==> src/rtl/router_pkg.sv <==
// Shared types and helpers for the N-port router controller.
//   state_e : controller state encoding (9 states, 4 bits)
//   addr_w  : width of a port address for a given port count (minimum 1)
package router_pkg;

    localparam int unsigned STATE_W = 4;

    typedef enum logic [STATE_W-1:0] {
        ST_DECODE_ADDRESS     = 4'd0,
        ST_LOAD_FIRST_DATA    = 4'd1,
        ST_LOAD_DATA          = 4'd2,
        ST_FIFO_FULL_STATE    = 4'd3,
        ST_LOAD_AFTER_FULL    = 4'd4,
        ST_LOAD_PARITY        = 4'd5,
        ST_CHECK_PARITY_ERROR = 4'd6,
        ST_WAIT_TILL_EMPTY    = 4'd7,
        ST_DROP_PACKET        = 4'd8
    } state_e;

    // Address width for n ports; never below one bit.
    function automatic int unsigned addr_w(input int unsigned n);
        return (n < 2) ? 1 : $clog2(n);
    endfunction

endpackage

==> src/rtl/router_fsm_nport_wait_timer.sv <==
// Bounded wait counter used while the controller waits for an empty FIFO.
// Ports:
//   clk, reset : clock and asynchronous active-high reset
//   clr        : clear the count (held while not waiting)
//   en         : count one waiting cycle
//   expired    : count has reached LIMIT-1 (never asserted when LIMIT==0)
module router_wait_timer #(
    parameter int unsigned LIMIT = 64
) (
    input  logic clk,
    input  logic reset,
    input  logic clr,
    input  logic en,
    output logic expired
);

    localparam int unsigned CNT_W = (LIMIT == 0) ? 1 : $clog2(LIMIT + 1);

    logic [CNT_W-1:0] cnt_q;
    logic [CNT_W-1:0] cnt_d;

    // Count register.
    always_ff @(posedge clk or posedge reset) begin
        if (reset) begin
            cnt_q <= '0;
        end else begin
            cnt_q <= cnt_d;
        end
    end

    // Saturating increment so the count can never wrap back into range.
    always_comb begin
        cnt_d = cnt_q;
        if (clr) begin
            cnt_d = '0;
        end else if (en && (LIMIT != 0) && (cnt_q < CNT_W'(LIMIT))) begin
            cnt_d = cnt_q + CNT_W'(1);
        end
    end

    always_comb begin
        expired = 1'b0;
        if (LIMIT != 0) begin
            expired = (cnt_q == CNT_W'(LIMIT - 1));
        end
    end

endmodule

==> src/rtl/router_fsm_nport.sv <==
// N-port router controller FSM: steers one packet stream to one of
// NUM_PORTS output FIFOs, sequencing header/payload/parity loads, with an
// invalid-address drop path and a bounded wait-for-empty timeout.
// Ports:
//   clk, reset        : clock, asynchronous active-high reset
//   data_in           : header address field, sampled in DECODE_ADDRESS
//   pkt_valid         : packet valid from source
//   parity_done       : parity byte captured
//   low_pkt_valid     : pkt_valid fell while FIFO was full
//   fifo_full         : full flag of the selected FIFO
//   fifo_empty        : per-port empty flags
//   soft_reset        : per-port soft resets
//   detect_add .. rst_int_reg : Moore state strobes to register block/synchroniser
//   busy              : stall request to source
//   port_sel          : one-hot latched destination, 0 when none
//   drop_pkt          : packet being discarded
//   timeout           : one-cycle pulse when the wait timeout fires
module router_fsm_nport
    import router_pkg::*;
#(
    parameter int unsigned NUM_PORTS    = 3,
    parameter int unsigned ADDR_W       = addr_w(NUM_PORTS),
    parameter int unsigned WAIT_TIMEOUT = 64
) (
    input  logic                 clk,
    input  logic                 reset,
    input  logic [ADDR_W-1:0]    data_in,
    input  logic                 pkt_valid,
    input  logic                 parity_done,
    input  logic                 low_pkt_valid,
    input  logic                 fifo_full,
    input  logic [NUM_PORTS-1:0] fifo_empty,
    input  logic [NUM_PORTS-1:0] soft_reset,
    output logic                 detect_add,
    output logic                 lfd_state,
    output logic                 ld_state,
    output logic                 laf_state,
    output logic                 full_state,
    output logic                 write_enb_reg,
    output logic                 rst_int_reg,
    output logic                 busy,
    output logic [NUM_PORTS-1:0] port_sel,
    output logic                 drop_pkt,
    output logic                 timeout
);

    // Per-port flags padded to the full address space so any address indexes safely.
    localparam int unsigned SEL_W = 1 << ADDR_W;

    state_e              state_q;
    state_e              state_d;
    logic [ADDR_W-1:0]   addr_q;
    logic [ADDR_W-1:0]   addr_d;

    logic [SEL_W-1:0]    empty_ext;
    logic [SEL_W-1:0]    soft_ext;
    logic                addr_ok;
    logic                sel_empty;
    logic                sel_soft;
    logic                soft_abort;
    logic                waiting;
    logic                wait_expired;

    assign empty_ext = SEL_W'(fifo_empty);
    assign soft_ext  = SEL_W'(soft_reset);
    assign addr_ok   = (32'(data_in) < NUM_PORTS);
    assign sel_empty = empty_ext[addr_q];
    assign sel_soft  = soft_ext[addr_q];
    assign waiting   = (state_q == ST_WAIT_TILL_EMPTY);

    // Soft reset only matters once a valid port has been latched.
    assign soft_abort = sel_soft
                        && (state_q != ST_DECODE_ADDRESS)
                        && (state_q != ST_DROP_PACKET);

    router_wait_timer #(
        .LIMIT (WAIT_TIMEOUT)
    ) u_wait_timer (
        .clk     (clk),
        .reset   (reset),
        .clr     (!waiting),
        .en      (waiting),
        .expired (wait_expired)
    );

    // State and latched-address registers.
    always_ff @(posedge clk or posedge reset) begin
        if (reset) begin
            state_q <= ST_DECODE_ADDRESS;
            addr_q  <= '0;
        end else begin
            state_q <= state_d;
            addr_q  <= addr_d;
        end
    end

    // Next-state logic.
    always_comb begin
        state_d = state_q;
        addr_d  = addr_q;
        unique case (state_q)
            ST_DECODE_ADDRESS: begin
                if (pkt_valid) begin
                    addr_d = data_in;
                    if (!addr_ok) begin
                        state_d = ST_DROP_PACKET;
                    end else if (empty_ext[data_in]) begin
                        state_d = ST_LOAD_FIRST_DATA;
                    end else begin
                        state_d = ST_WAIT_TILL_EMPTY;
                    end
                end
            end
            ST_LOAD_FIRST_DATA: state_d = ST_LOAD_DATA;
            ST_LOAD_DATA: begin
                if (fifo_full) begin
                    state_d = ST_FIFO_FULL_STATE;
                end else if (!pkt_valid) begin
                    state_d = ST_LOAD_PARITY;
                end
            end
            ST_FIFO_FULL_STATE: begin
                if (!fifo_full) begin
                    state_d = ST_LOAD_AFTER_FULL;
                end
            end
            ST_LOAD_AFTER_FULL: begin
                if (parity_done) begin
                    state_d = ST_DECODE_ADDRESS;
                end else if (low_pkt_valid) begin
                    state_d = ST_LOAD_PARITY;
                end else begin
                    state_d = ST_LOAD_DATA;
                end
            end
            ST_LOAD_PARITY: state_d = ST_CHECK_PARITY_ERROR;
            ST_CHECK_PARITY_ERROR: begin
                state_d = fifo_full ? ST_FIFO_FULL_STATE : ST_DECODE_ADDRESS;
            end
            ST_WAIT_TILL_EMPTY: begin
                // Empty wins over a timeout landing in the same cycle.
                if (sel_empty) begin
                    state_d = ST_LOAD_FIRST_DATA;
                end else if (wait_expired) begin
                    state_d = ST_DROP_PACKET;
                end
            end
            ST_DROP_PACKET: begin
                if (!pkt_valid) begin
                    state_d = ST_DECODE_ADDRESS;
                end
            end
            default: state_d = ST_DECODE_ADDRESS;
        endcase
        if (soft_abort) begin
            state_d = ST_DECODE_ADDRESS;
        end
    end

    // Output decode.
    always_comb begin
        detect_add    = 1'b0;
        lfd_state     = 1'b0;
        ld_state      = 1'b0;
        laf_state     = 1'b0;
        full_state    = 1'b0;
        write_enb_reg = 1'b0;
        rst_int_reg   = 1'b0;
        busy          = 1'b1;
        drop_pkt      = 1'b0;
        port_sel      = '0;
        timeout       = 1'b0;
        unique case (state_q)
            ST_DECODE_ADDRESS: begin
                detect_add = 1'b1;
                busy       = 1'b0;
            end
            ST_LOAD_FIRST_DATA: lfd_state = 1'b1;
            ST_LOAD_DATA: begin
                ld_state      = 1'b1;
                write_enb_reg = 1'b1;
                busy          = 1'b0;
            end
            ST_FIFO_FULL_STATE: full_state = 1'b1;
            ST_LOAD_AFTER_FULL: begin
                laf_state     = 1'b1;
                write_enb_reg = 1'b1;
            end
            ST_LOAD_PARITY: write_enb_reg = 1'b1;
            ST_CHECK_PARITY_ERROR: rst_int_reg = 1'b1;
            ST_WAIT_TILL_EMPTY: begin
                // Pulse only when the drop transition is actually taken.
                timeout = wait_expired && !sel_empty && !sel_soft;
            end
            ST_DROP_PACKET: begin
                drop_pkt = 1'b1;
                busy     = 1'b0;
            end
            default: busy = 1'b1;
        endcase
        if ((state_q != ST_DECODE_ADDRESS) && (state_q != ST_DROP_PACKET)) begin
            for (int unsigned i = 0; i < NUM_PORTS; i++) begin
                port_sel[i] = (32'(addr_q) == i);
            end
        end
    end

endmodule

==> config.mk <==
export PLATFORM = sky130hd
export DESIGN_NAME = router_fsm_nport
export DESIGN_NICKNAME = d
export VERILOG_FILES = /design/src/rtl/router_pkg.sv /design/src/rtl/router_fsm_nport_wait_timer.sv /design/src/rtl/router_fsm_nport.sv
export SDC_FILE = /design/constraint.sdc
export NUM_CORES = 1
export LEC_CHECK = 0
export CAP_MARGIN = 30
export CORE_UTILIZATION = 52
export DETAILED_ROUTE_END_ITERATION = 10
export GPL_TIMING_DRIVEN = 0
export PLACE_DENSITY = 0.84
export SLEW_MARGIN = 20
export SYNTH_ARGS = -nofsm -noshare
export SYNTH_HDL_FRONTEND = slang
export SYNTH_HIERARCHICAL = 1
export SYNTH_SLANG_ARGS = --single-unit
export TNS_END_PERCENT = 5
==> constraint.sdc <==
create_clock -name clk -period 3.2 [get_ports clk]
set_input_delay 0.64 -clock clk [delete_from_list [all_inputs] [get_ports clk]]
set_output_delay 0.64 -clock clk [all_outputs]
set_load 0.01 [all_outputs]
# --- Yosys cells after proc, flatten, opt, wreduce, memory -nomap -nowiden ---
# Index checks and enable logic that the tools add are counted.
classes:
  n_addsub: 1
  magnitude_cmp: 4
  n_eq_ne: 18
  muxes: 33
  reduce_logical: 15
op_table:
  columns: ["cell", "n"]
  rows:
  - ["4-bit two-way mux", 9]
  - ["4-bit case mux with 9 select lines", 1]
  - ["4-bit by 3-bit == test with 1-bit output, second input constant", 4]
  - ["7-bit two-way mux", 2]
  - ["1-bit two-way mux", 13]
  - ["3-bit two-way mux", 4]
  - ["4-bit inequality test, second input constant", 3]
  - ["3-bit inequality test, second input constant", 3]
  - ["4-bit by 2-bit == test with 1-bit output, second input constant", 2]
  - ["7-bit by 1-bit adder with 7-bit output, second input constant", 1]
  - ["7-bit by 6-bit == test with 1-bit output, second input constant", 1]
  - ["7-bit less-than comparator, second input constant", 1]
  - ["1-bit binary-select mux with 2-bit select", 3]
  - ["1-bit logical AND", 6]
  - ["2-bit by 3-bit less-than comparator with 1-bit output, second input constant", 2]
  - ["3-bit OR reduction", 2]
  - ["5-bit AND reduction", 1]
  - ["4-bit by 1-bit == test with 1-bit output, second input constant", 1]
  - ["4-bit == test, second input constant", 1]
  - ["4-bit logical NOT", 1]
  - ["4-bit nonzero test", 1]
  - ["2-bit by 1-bit == test with 1-bit output, second input constant", 1]
  - ["2-bit == test, second input constant", 1]
  - ["1-bit logical NOT", 2]
  - ["other kinds (5)", 5]
word_totals:
  regBits: 13
  inputBits: 14
  output_inout_bits: 13
  word_cells: 74

# --- Longest topological paths before layout ---
# Gate-level depths: netlist of the first run.
depth:
  ltp_word: 7
  mapped_depth: 7
  mapped_depth_nobuf: 6

# --- Hierarchy ---
# Netlist of the first run, hierarchy kept.
by_module_without_submodules:
  columns: ["module", "n_inst", "cells_per_inst", "area_each_um2", "seq_area_each_um2"]
  rows:
  - ["router_fsm_nport", 1, 81, 668.1, 150.1]
  - ["router_wait_timer", 1, 36, 379.1, 175.2]

# --- Least setup slack after synthesis of the first run ---
# No wires, ideal clock.
synth_timing:
  path_type: "input to register"
  startpoint: "input fifo_full"
  endpoint: "register state_q[0]"
  setup_ps: 128
  arrival_time_ps: 1819
  t_required_ps: 3072
  slack_ps: 1253
  cell_stages: 5
  n_path_buf: 0
  path_cell_list: "or3b_1 -> a211o_1 -> a21oi_2 -> o22ai_2 -> mux2_1"
synth_between:
  elab_chain_cells: 3
  elab_cells_between_ends: 7
  cone_classes: "eq/ne: 2; mux: 4; reduce/logical: 1"
synth_lines:
  columns: ["item", "line_no", "rtl"]
  rows:
  - ["start, declared", "router_fsm_nport.sv:31", "input logic fifo_full,"]
  - ["2-bit two-way mux or 4-bit two-way mux (tied branches)", "router_fsm_nport.sv:138, router_fsm_nport.sv:116", null]
  - ["4-bit case mux with 9 select lines", "router_fsm_nport.sv:101", "unique case (state_q)"]
  - ["4-bit two-way mux", "router_fsm_nport.sv:155", "if (soft_abort) begin"]
  - ["end signal, assigned", "router_fsm_nport.sv:92", "state_q <= state_d;"]
  - ["end, declared", "router_fsm_nport.sv:50", "state_e state_q;"]
# Parallel ways exist; a longest one is shown, timed or not.
# A chain may end at the register's enable or synchronous reset.

# --- Worst setup path after layout of the first run ---
layout_timing:
  startpoint: "input fifo_empty[2]"
  endpoint: "output timeout"
layout_between:
  elab_chain_cells: 6
layout_lines:
  columns: ["item", "line_no", "rtl"]
  rows:
  - ["start, declared", "router_fsm_nport.sv:32", "input logic [NUM_PORTS-1:0] fifo_empty,"]
  - ["1-bit binary-select mux with 2-bit select", "router_fsm_nport.sv:67", "assign sel_empty = empty_ext[addr_q];"]
  - ["1-bit two-way mux (not written as such)", "router_fsm_nport.sv:67", null]
  - ["1-bit logical NOT", "router_fsm_nport.sv:193", "timeout = wait_expired && !sel_empty && !sel_soft;"]
  - ["1-bit logical AND (2 in series)", "router_fsm_nport.sv:193", null]
  - ["1-bit two-way mux", "router_fsm_nport.sv:173", "unique case (state_q)"]
  - ["end, declared", "router_fsm_nport.sv:44", "output logic timeout"]
# Every way passes these cells. The select of a mux whose other input is x is not followed.

==> flow_metrics.tcl, run 1 <==
set metrics [dict create \
    status "finished, final reports clean" \
    clk_latency_ns 0.27 \
    hold_class "register to register" \
    layout.nets 163 \
    synth-compound-area-share 0.140 \
    worst-path-buf-inv 2 \
    pwr_density_cell_mw_per_mm2 671 \
    worstPathArrival_ns 2.19 \
    grt_max_degree 11 \
    slew_viol_final 0 \
    synthSimpleGateAreaFrac 0.335 \
    diodes 0 \
    ctsHtreeMaxLevel 1 \
    hold_end "u_wait_timer/cnt_q[1]$_DFFE_PP0P_" \
    postCtsSetupBuffers 0 \
    numPortBuffers 26 \
    clockRootBuffer "clkbuf_4" \
    first_iter_violations 21 \
    r2r_slack_ns 1.31 \
    initial_core_util 0.581 \
    path_common_cell "clkdlybuf4s50_1" \
    crit_type "primary input to output port" \
    cap_viol_max_count 0 \
    period_minus_slack_ns 2.83 \
    endpoint_kind "output port" \
    die_area_sq_mm 0.00220 \
    setup-tns-final_ns 0 \
    yosys_warnings 6 \
    cts_buffer_depth 2 \
    track_usage 0.233 \
    synth_top_family_by_area "simple AND/OR/NAND/NOR gates" \
    drive_above_1_share 0.150 \
    path_clk_slew_ns 0.08 \
    post_cts_resize_count 0 \
    crit_chain "clkdlybuf4s50_1, mux2i_1, o22ai_1, nor2_1, and3_1, clkdlybuf4s50_1" \
    synth-xor-area-share 0.0167 \
    avgSynthCellArea_sq_um 8.95 \
    critPathLaunchType "primary input" \
    power_leakage_uw 0.000570 \
    hold_buffers 0 \
    synth_area_sq_mm 0.00105 \
    worstMarginPinSlew_ns 0.397 \
    slowest_stage "clkdlybuf4s50_1" \
    synth_top_area_frac 0.311 \
    ff2ff_path_depth 7 \
    min_from "u_wait_timer/cnt_q[1]$_DFFE_PP0P_" \
    drc 0 \
    fin_crit_sh 0.885 \
    power_uw 916 \
    crit_path_max_fanout 3 \
    cp_slowest_stage_delay_ns 0.47 \
    relSlewSlack 0.735 \
    vdd_ir_drop_max_v 0.000405 \
    cts_sinks 13 \
    worst_slack_ns 0.367 \
    wl_um 2280 \
    r2r-end "state_q[2]$_DFFE_PP0P_" \
    cts_buffers 3 \
    syn_to_final_growth_pct 30.5 \
    hpwl_um 1860 \
    setup_viol 0 \
    die_x_um 46.9 \
    muxShareOfSynthArea 0.108 \
    postLayoutCoreUtil 0.758 \
    yosys.area.top_type "dfrtp_1" \
    ys.flop_type "dfrtp_1" \
    cp_top_family "buffers and inverters" \
    io_pins 27 \
    core_sq_mm 0.00180 \
    antenna_found_initial 0 \
    synth-edff-count 0 \
    syn-num-nets 132 \
    rsz0062_at_grt "false" \
    worst_hold_slack_ns 0.546 \
    min_delay_path_depth 2 \
    syn_inst 117 \
    wl_per_cell_um 13.3 \
    hold_viol 0 \
    synth_area_leaders "dfrtp_1 31%, nor2_1 5.4%, buf_6 4.3%" \
    die_y_um 46.9 \
    via_per_inst 5.46 \
    synth-seq-cells 13 \
    grt_overflow 0 \
    cp.required_ns 2.56 \
    grt_pass1_vias 879 \
    grt_pass1_wl_um 3620 \
    r2r-start "state_q[3]$_DFFE_PP0P_" \
    gp_congestion 0.860 \
    dr_total_vias 939 \
    synth_seq_area_share 0.311 \
    async_flop_share 1.00 \
    pre_cts_slack_ns 0.345 \
    rows 15 \
    cts_tree "done" \
    fin_worst_skew_ns 0.00179 \
    max_clock_freq_mhz 353 \
    startpoint "fifo_empty[2]" \
    firstDrtPassIters 4 \
    synthAdderAreaFrac 0.0119 \
    drtAntennaViolNets 0 \
    ys_types 46 \
]
[registers in the layout, summed over array words and instances (netlist names)]
register	cells
u_wait_timer/cnt_q	7
state_q	4
addr_q	2
[worst reg2reg max path: cells and delay by family, from the launching register on]
family	cells	cell delay [ns]
mux	1	0.33
flops	1	0.38
buf+inv	2	0.25
simple gates	3	0.67
compound gates	1	0.15
[cell usage after synthesis, types with 2 or more instances]
master,count
o22ai_1,2
nand4_1,3
mux2_1,4
inv_1,4
and3_1,5
nor3b_1,3
nor3_1,5
nor2b_1,5
nor3_4,2
a21oi_1,3
buf_6,4
nand2b_1,2
mux2i_1,3
nand3b_1,2
dfrtp_1,13
mux2_2,2
a31oi_1,4
nor2_1,15
nand2_1,7
inv_2,2
and2_1,2
[worst max-delay path by stage]
stage / endpoint / cells after the start
2_1_floorplan: state_q[0]$_DFFE_PP0P_ / 5
3_5_place_dp: timeout / 6
5_1_grt: timeout / 7
3_3_place_gp: timeout / 6
4_1_cts: timeout / 6
6_report: timeout / 6
[cell usage in the layout, fill, tap and decap left out, types with 2 or more instances in the layout]
cell type         n
clkdlybuf4s50_1  26
nor2_1           15
dfrtp_1          13
nand2_1           7
nor3_1            5
nor2b_1           5
and3_1            5
buf_6             4
inv_1             4
a31oi_1           4
mux2_1            4
mux2i_1           3
nand4_1           3
a21oi_1           3
nor3b_1           3
clkbuf_4          3
inv_2             2
nor3_4            2
o22ai_1           2
nand2b_1          2
nand3b_1          2
mux2_2            2
and2_1            2
[power breakdown]
group	internal (uW)	switching, uW	total [uW]
combinational	302	293	595
clock	46.3	54.9	101
sequential	195	25.4	221
total	543	373	916
[logic make-up (layout without fill, tap and decap cells)]
kind of cell             count (synthesis)  after routing
AND/OR/NAND/NOR                         58             58
AO/OA/AOI/OAI                           20             20
flip-flops                              13             13
buffers and inverters                   13             43
multiplexers                            10             10
XOR/XNOR                                 2              2
adder cells (fa/ha/maj)                  1              1
[metal layers]
| metal | up-vias | GRT usage | wire, um |
|---|---|---|---|
| met5 | - | 0 | 0 |
| met4 | 0 | 0.0629 | 4 |
| met3 | 2 | 0.0423 | 57 |
| met2 | 10 | 0.447 | 1220 |
| met1 | 447 | 0.260 | 998 |
| li1 | 480 | - | - |
[cell type report]
class                           count  area, sq um
Buffer                              7         60.1
Clock buffer                        3         22.5
Clock inverter                      1         5.00
Fill cell                         144          435
Inverter                            6         22.5
Multi-Input combinational cell     91          639
Sequential cell                    13          325
Tap cell                           25         31.3
Timing Repair Buffer               26          260
[per-stage QoR]
step / std cells / instance area [sq um]
2_1_floorplan: 117 / 1050
3_3_place_gp: 168 / 1340
3_5_place_dp: 168 / 1340
4_1_cts: 172 / 1370
5_1_grt: 172 / 1370
6_report: 172 / 1370
Power figures use the tool's default switching activity.
==> run 2: changes to the inputs <==
--- a/config.mk
+++ b/config.mk
@@ -6,6 +6,7 @@
 export NUM_CORES = 1
 export LEC_CHECK = 0
 export CAP_MARGIN = 30
+export CORE_MARGIN = 4
 export CORE_UTILIZATION = 52
 export DETAILED_ROUTE_END_ITERATION = 10
 export GPL_TIMING_DRIVEN = 0
==> run 2 against run 1 <==
  * Register-to-register slack better by 0.07 ns
  * Clock power about the same
  * Final cell count unchanged
  * Clock skew rose by 0.0026 ns
  * Critical path type unchanged
  * Largest power group unchanged
==> flow_metrics.tcl, run 2 (synthesis gave the netlist of run 1 again) <==
set metrics [dict create \
    status "finished, final reports clean" \
    diodes 0 \
    rsz0062_at_grt "false" \
    layout_commonest_cell "clkdlybuf4s50_1" \
    clkPwrFrac 0.107 \
    top_layer "met4" \
    clk_latency_ns 0.27 \
    setup_viol 0 \
    worstMarginPinSlew_ns 0.420 \
    largest_register_ffs 7 \
    route.met3.wl_um 180 \
    worst_hold_slack_ns 0.574 \
    relSlewSlack 0.720 \
    power.share.sequential 0.240 \
    path_clk_slew_ns 0.07 \
    max_clock_freq_mhz 345 \
    fin_crit_sh 0.905 \
    slowest_stage "clkdlybuf4s50_1" \
    track_usage 0.201 \
    critPathLaunchType "primary input" \
    cts_tree "done" \
    die_y_um 52.9 \
    drc 0 \
    top_regs "u_wait_timer/cnt_q x7, state_q x4, addr_q x2" \
    fin_worst_skew_ns 0.00441 \
    gp_congestion 0.889 \
    initial_core_util 0.575 \
    r2r-start "state_q[3]$_DFFE_PP0P_" \
    hpwl_um 1890 \
    setup.worst_path.end "timeout" \
    dr_total_vias 939 \
    wl_per_cell_um 13.8 \
    die_area_sq_mm 0.00280 \
    cts_buffers 3 \
    ctsHtreeMaxLevel 1 \
    crit_path_max_fanout 3 \
    firstDrtPassIters 4 \
    ff2ff_path_depth 7 \
    combPwrFrac 0.653 \
    path_common_cell "clkdlybuf4s50_1" \
    die_x_um 52.9 \
    hold_buffers 0 \
    nFillCells 156 \
    grt_max_degree 11 \
    setup-tns-final_ns 0 \
    grt_pass1_wl_um 4210 \
    grt_pass1_vias 974 \
    post_cts_resize_count 0 \
    swShare 0.403 \
    syn_to_final_growth_pct 30.3 \
    multiInputGateArea_sq_um 639 \
    hold_viol 0 \
    crit_type "primary input to output port" \
    wl_um 2380 \
    wl_met1_um 1150 \
    p_switching_uw 368 \
    antenna_found_initial 0 \
    cts_buffer_depth 2 \
    startpoint "fifo_empty[2]" \
    grt_overflow 0 \
    final_cell_mix "26 x clkdlybuf4s50_1, 15 x nor2_1, 13 x dfrtp_1" \
    hold_class "register to register" \
    cap_viol_max_count 0 \
    cp.required_ns 2.56 \
    worstPathArrival_ns 2.26 \
    vdd_ir_drop_max_v 0.000418 \
    regMostFlops "u_wait_timer/cnt_q" \
    layout.nets 163 \
    endpoint_kind "output port" \
    cts_sinks 13 \
    r2r-end "state_q[0]$_DFFE_PP0P_" \
    met2_wirelength_um 1020 \
    first_iter_violations 24 \
    via_per_inst 5.46 \
    io_pins 27 \
    drive_above_1_share 0.143 \
    p_int_uw 545 \
    power_leakage_uw 0.000567 \
    postCtsSetupBuffers 0 \
    period_minus_slack_ns 2.90 \
    crit_chain "clkdlybuf4s50_1, mux2i_1, o22ai_1, nor2_1, and3_1, clkdlybuf4s50_1" \
    core_sq_mm 0.00182 \
    pwr_density_cell_mw_per_mm2 669 \
    cp_slowest_stage_delay_ns 0.49 \
    r2r_slack_ns 1.38 \
    numPortBuffers 26 \
    drtAntennaViolNets 0 \
    clockRootBuffer "clkbuf_4" \
    slew_viol_final 0 \
    seqCellArea_sq_um 325 \
    rows 15 \
]
==> run 2: cell count changes in the layout (fill, tap and decap cells not counted), sizes merged <==
cell    delta
clkbuf     +1
clkinv     -1
==> run 2: worst min path at each step <==
stage                                      startpoint                           endpoint  slack, ns  cells past startpoint
floorplan                                       reset              addr_q[0]$_DFFE_PP0P_       0.43                      1
CTS                 u_wait_timer/cnt_q[1]$_DFFE_PP0P_  u_wait_timer/cnt_q[1]$_DFFE_PP0P_       0.57                      2
global placement    u_wait_timer/cnt_q[1]$_DFFE_PP0P_  u_wait_timer/cnt_q[1]$_DFFE_PP0P_       0.53                      2
finish              u_wait_timer/cnt_q[2]$_DFFE_PP0P_  u_wait_timer/cnt_q[2]$_DFFE_PP0P_       0.57                      2
global route        u_wait_timer/cnt_q[0]$_DFFE_PP0P_  u_wait_timer/cnt_q[0]$_DFFE_PP0P_       0.61                      2
detailed placement  u_wait_timer/cnt_q[1]$_DFFE_PP0P_  u_wait_timer/cnt_q[1]$_DFFE_PP0P_       0.55                      2
==> run 2: layout make-up <==
class	instances	area share
multi-input combinational	91	0.468
sequential	13	0.238
timing repair buffer	26	0.191
buffer	7	0.0440
tap	25	0.0229
clock buffer	4	0.0192
inverter	6	0.0165
==> run 2: metal layers <==
metal | vias up | track usage
li1 | 482 | -
met1 | 421 | 0.263
met2 | 32 | 0.314
met3 | 4 | 0.0732
met4 | 0 | 0.0468
met5 | - | 0
==> run 2: critical path: cells and delay by family <==
family | cells | cell delay [ns]
compound gates | 1 | 0.28
mux | 1 | 0.08
simple gates | 2 | 0.28
buf+inv | 2 | 0.97
==> run 2: per-stage QoR <==
| stage | power (uW) | util | instances | setup WS (ns) | area (sq um) |
|---|---|---|---|---|---|
| 2_1_floorplan | 618 | - | 117 | 1.25 | 1050 |
| 6_report | 914 | 0.750 | 172 | 0.303 | 1370 |
| 3_5_place_dp | 821 | 0.735 | 168 | 0.297 | 1340 |
| 4_1_cts | 922 | 0.750 | 172 | 0.290 | 1370 |
| 5_1_grt | 992 | 0.750 | 172 | 0.197 | 1370 |
| 3_3_place_gp | 812 | 0.735 | 168 | 0.329 | 1340 |
==> run 2: power groups by stage <==
stage | logic, uW | registers (uW) | clock network, uW
6_report | 596 | 220 | 97.9
2_1_floorplan | 401 | 217 | 0
3_3_place_gp | 591 | 222 | 0
5_1_grt | 655 | 226 | 111
4_1_cts | 599 | 220 | 103
3_5_place_dp | 598 | 223 | 0
==> run 3: changes to the inputs <==
--- a/config.mk
+++ b/config.mk
@@ -5,7 +5,7 @@
 export SDC_FILE = /design/constraint.sdc
 export NUM_CORES = 1
 export LEC_CHECK = 0
-export CAP_MARGIN = 30
+export CAP_MARGIN = 20
 export CORE_MARGIN = 4
 export CORE_UTILIZATION = 52
 export DETAILED_ROUTE_END_ITERATION = 10
@@ -16,4 +16,4 @@
 export SYNTH_HDL_FRONTEND = slang
 export SYNTH_HIERARCHICAL = 1
 export SYNTH_SLANG_ARGS = --single-unit
-export TNS_END_PERCENT = 5
+export TNS_END_PERCENT = 30
==> results of run 3 <==
Final layout, timing and power as in run 2 (identical DEF).
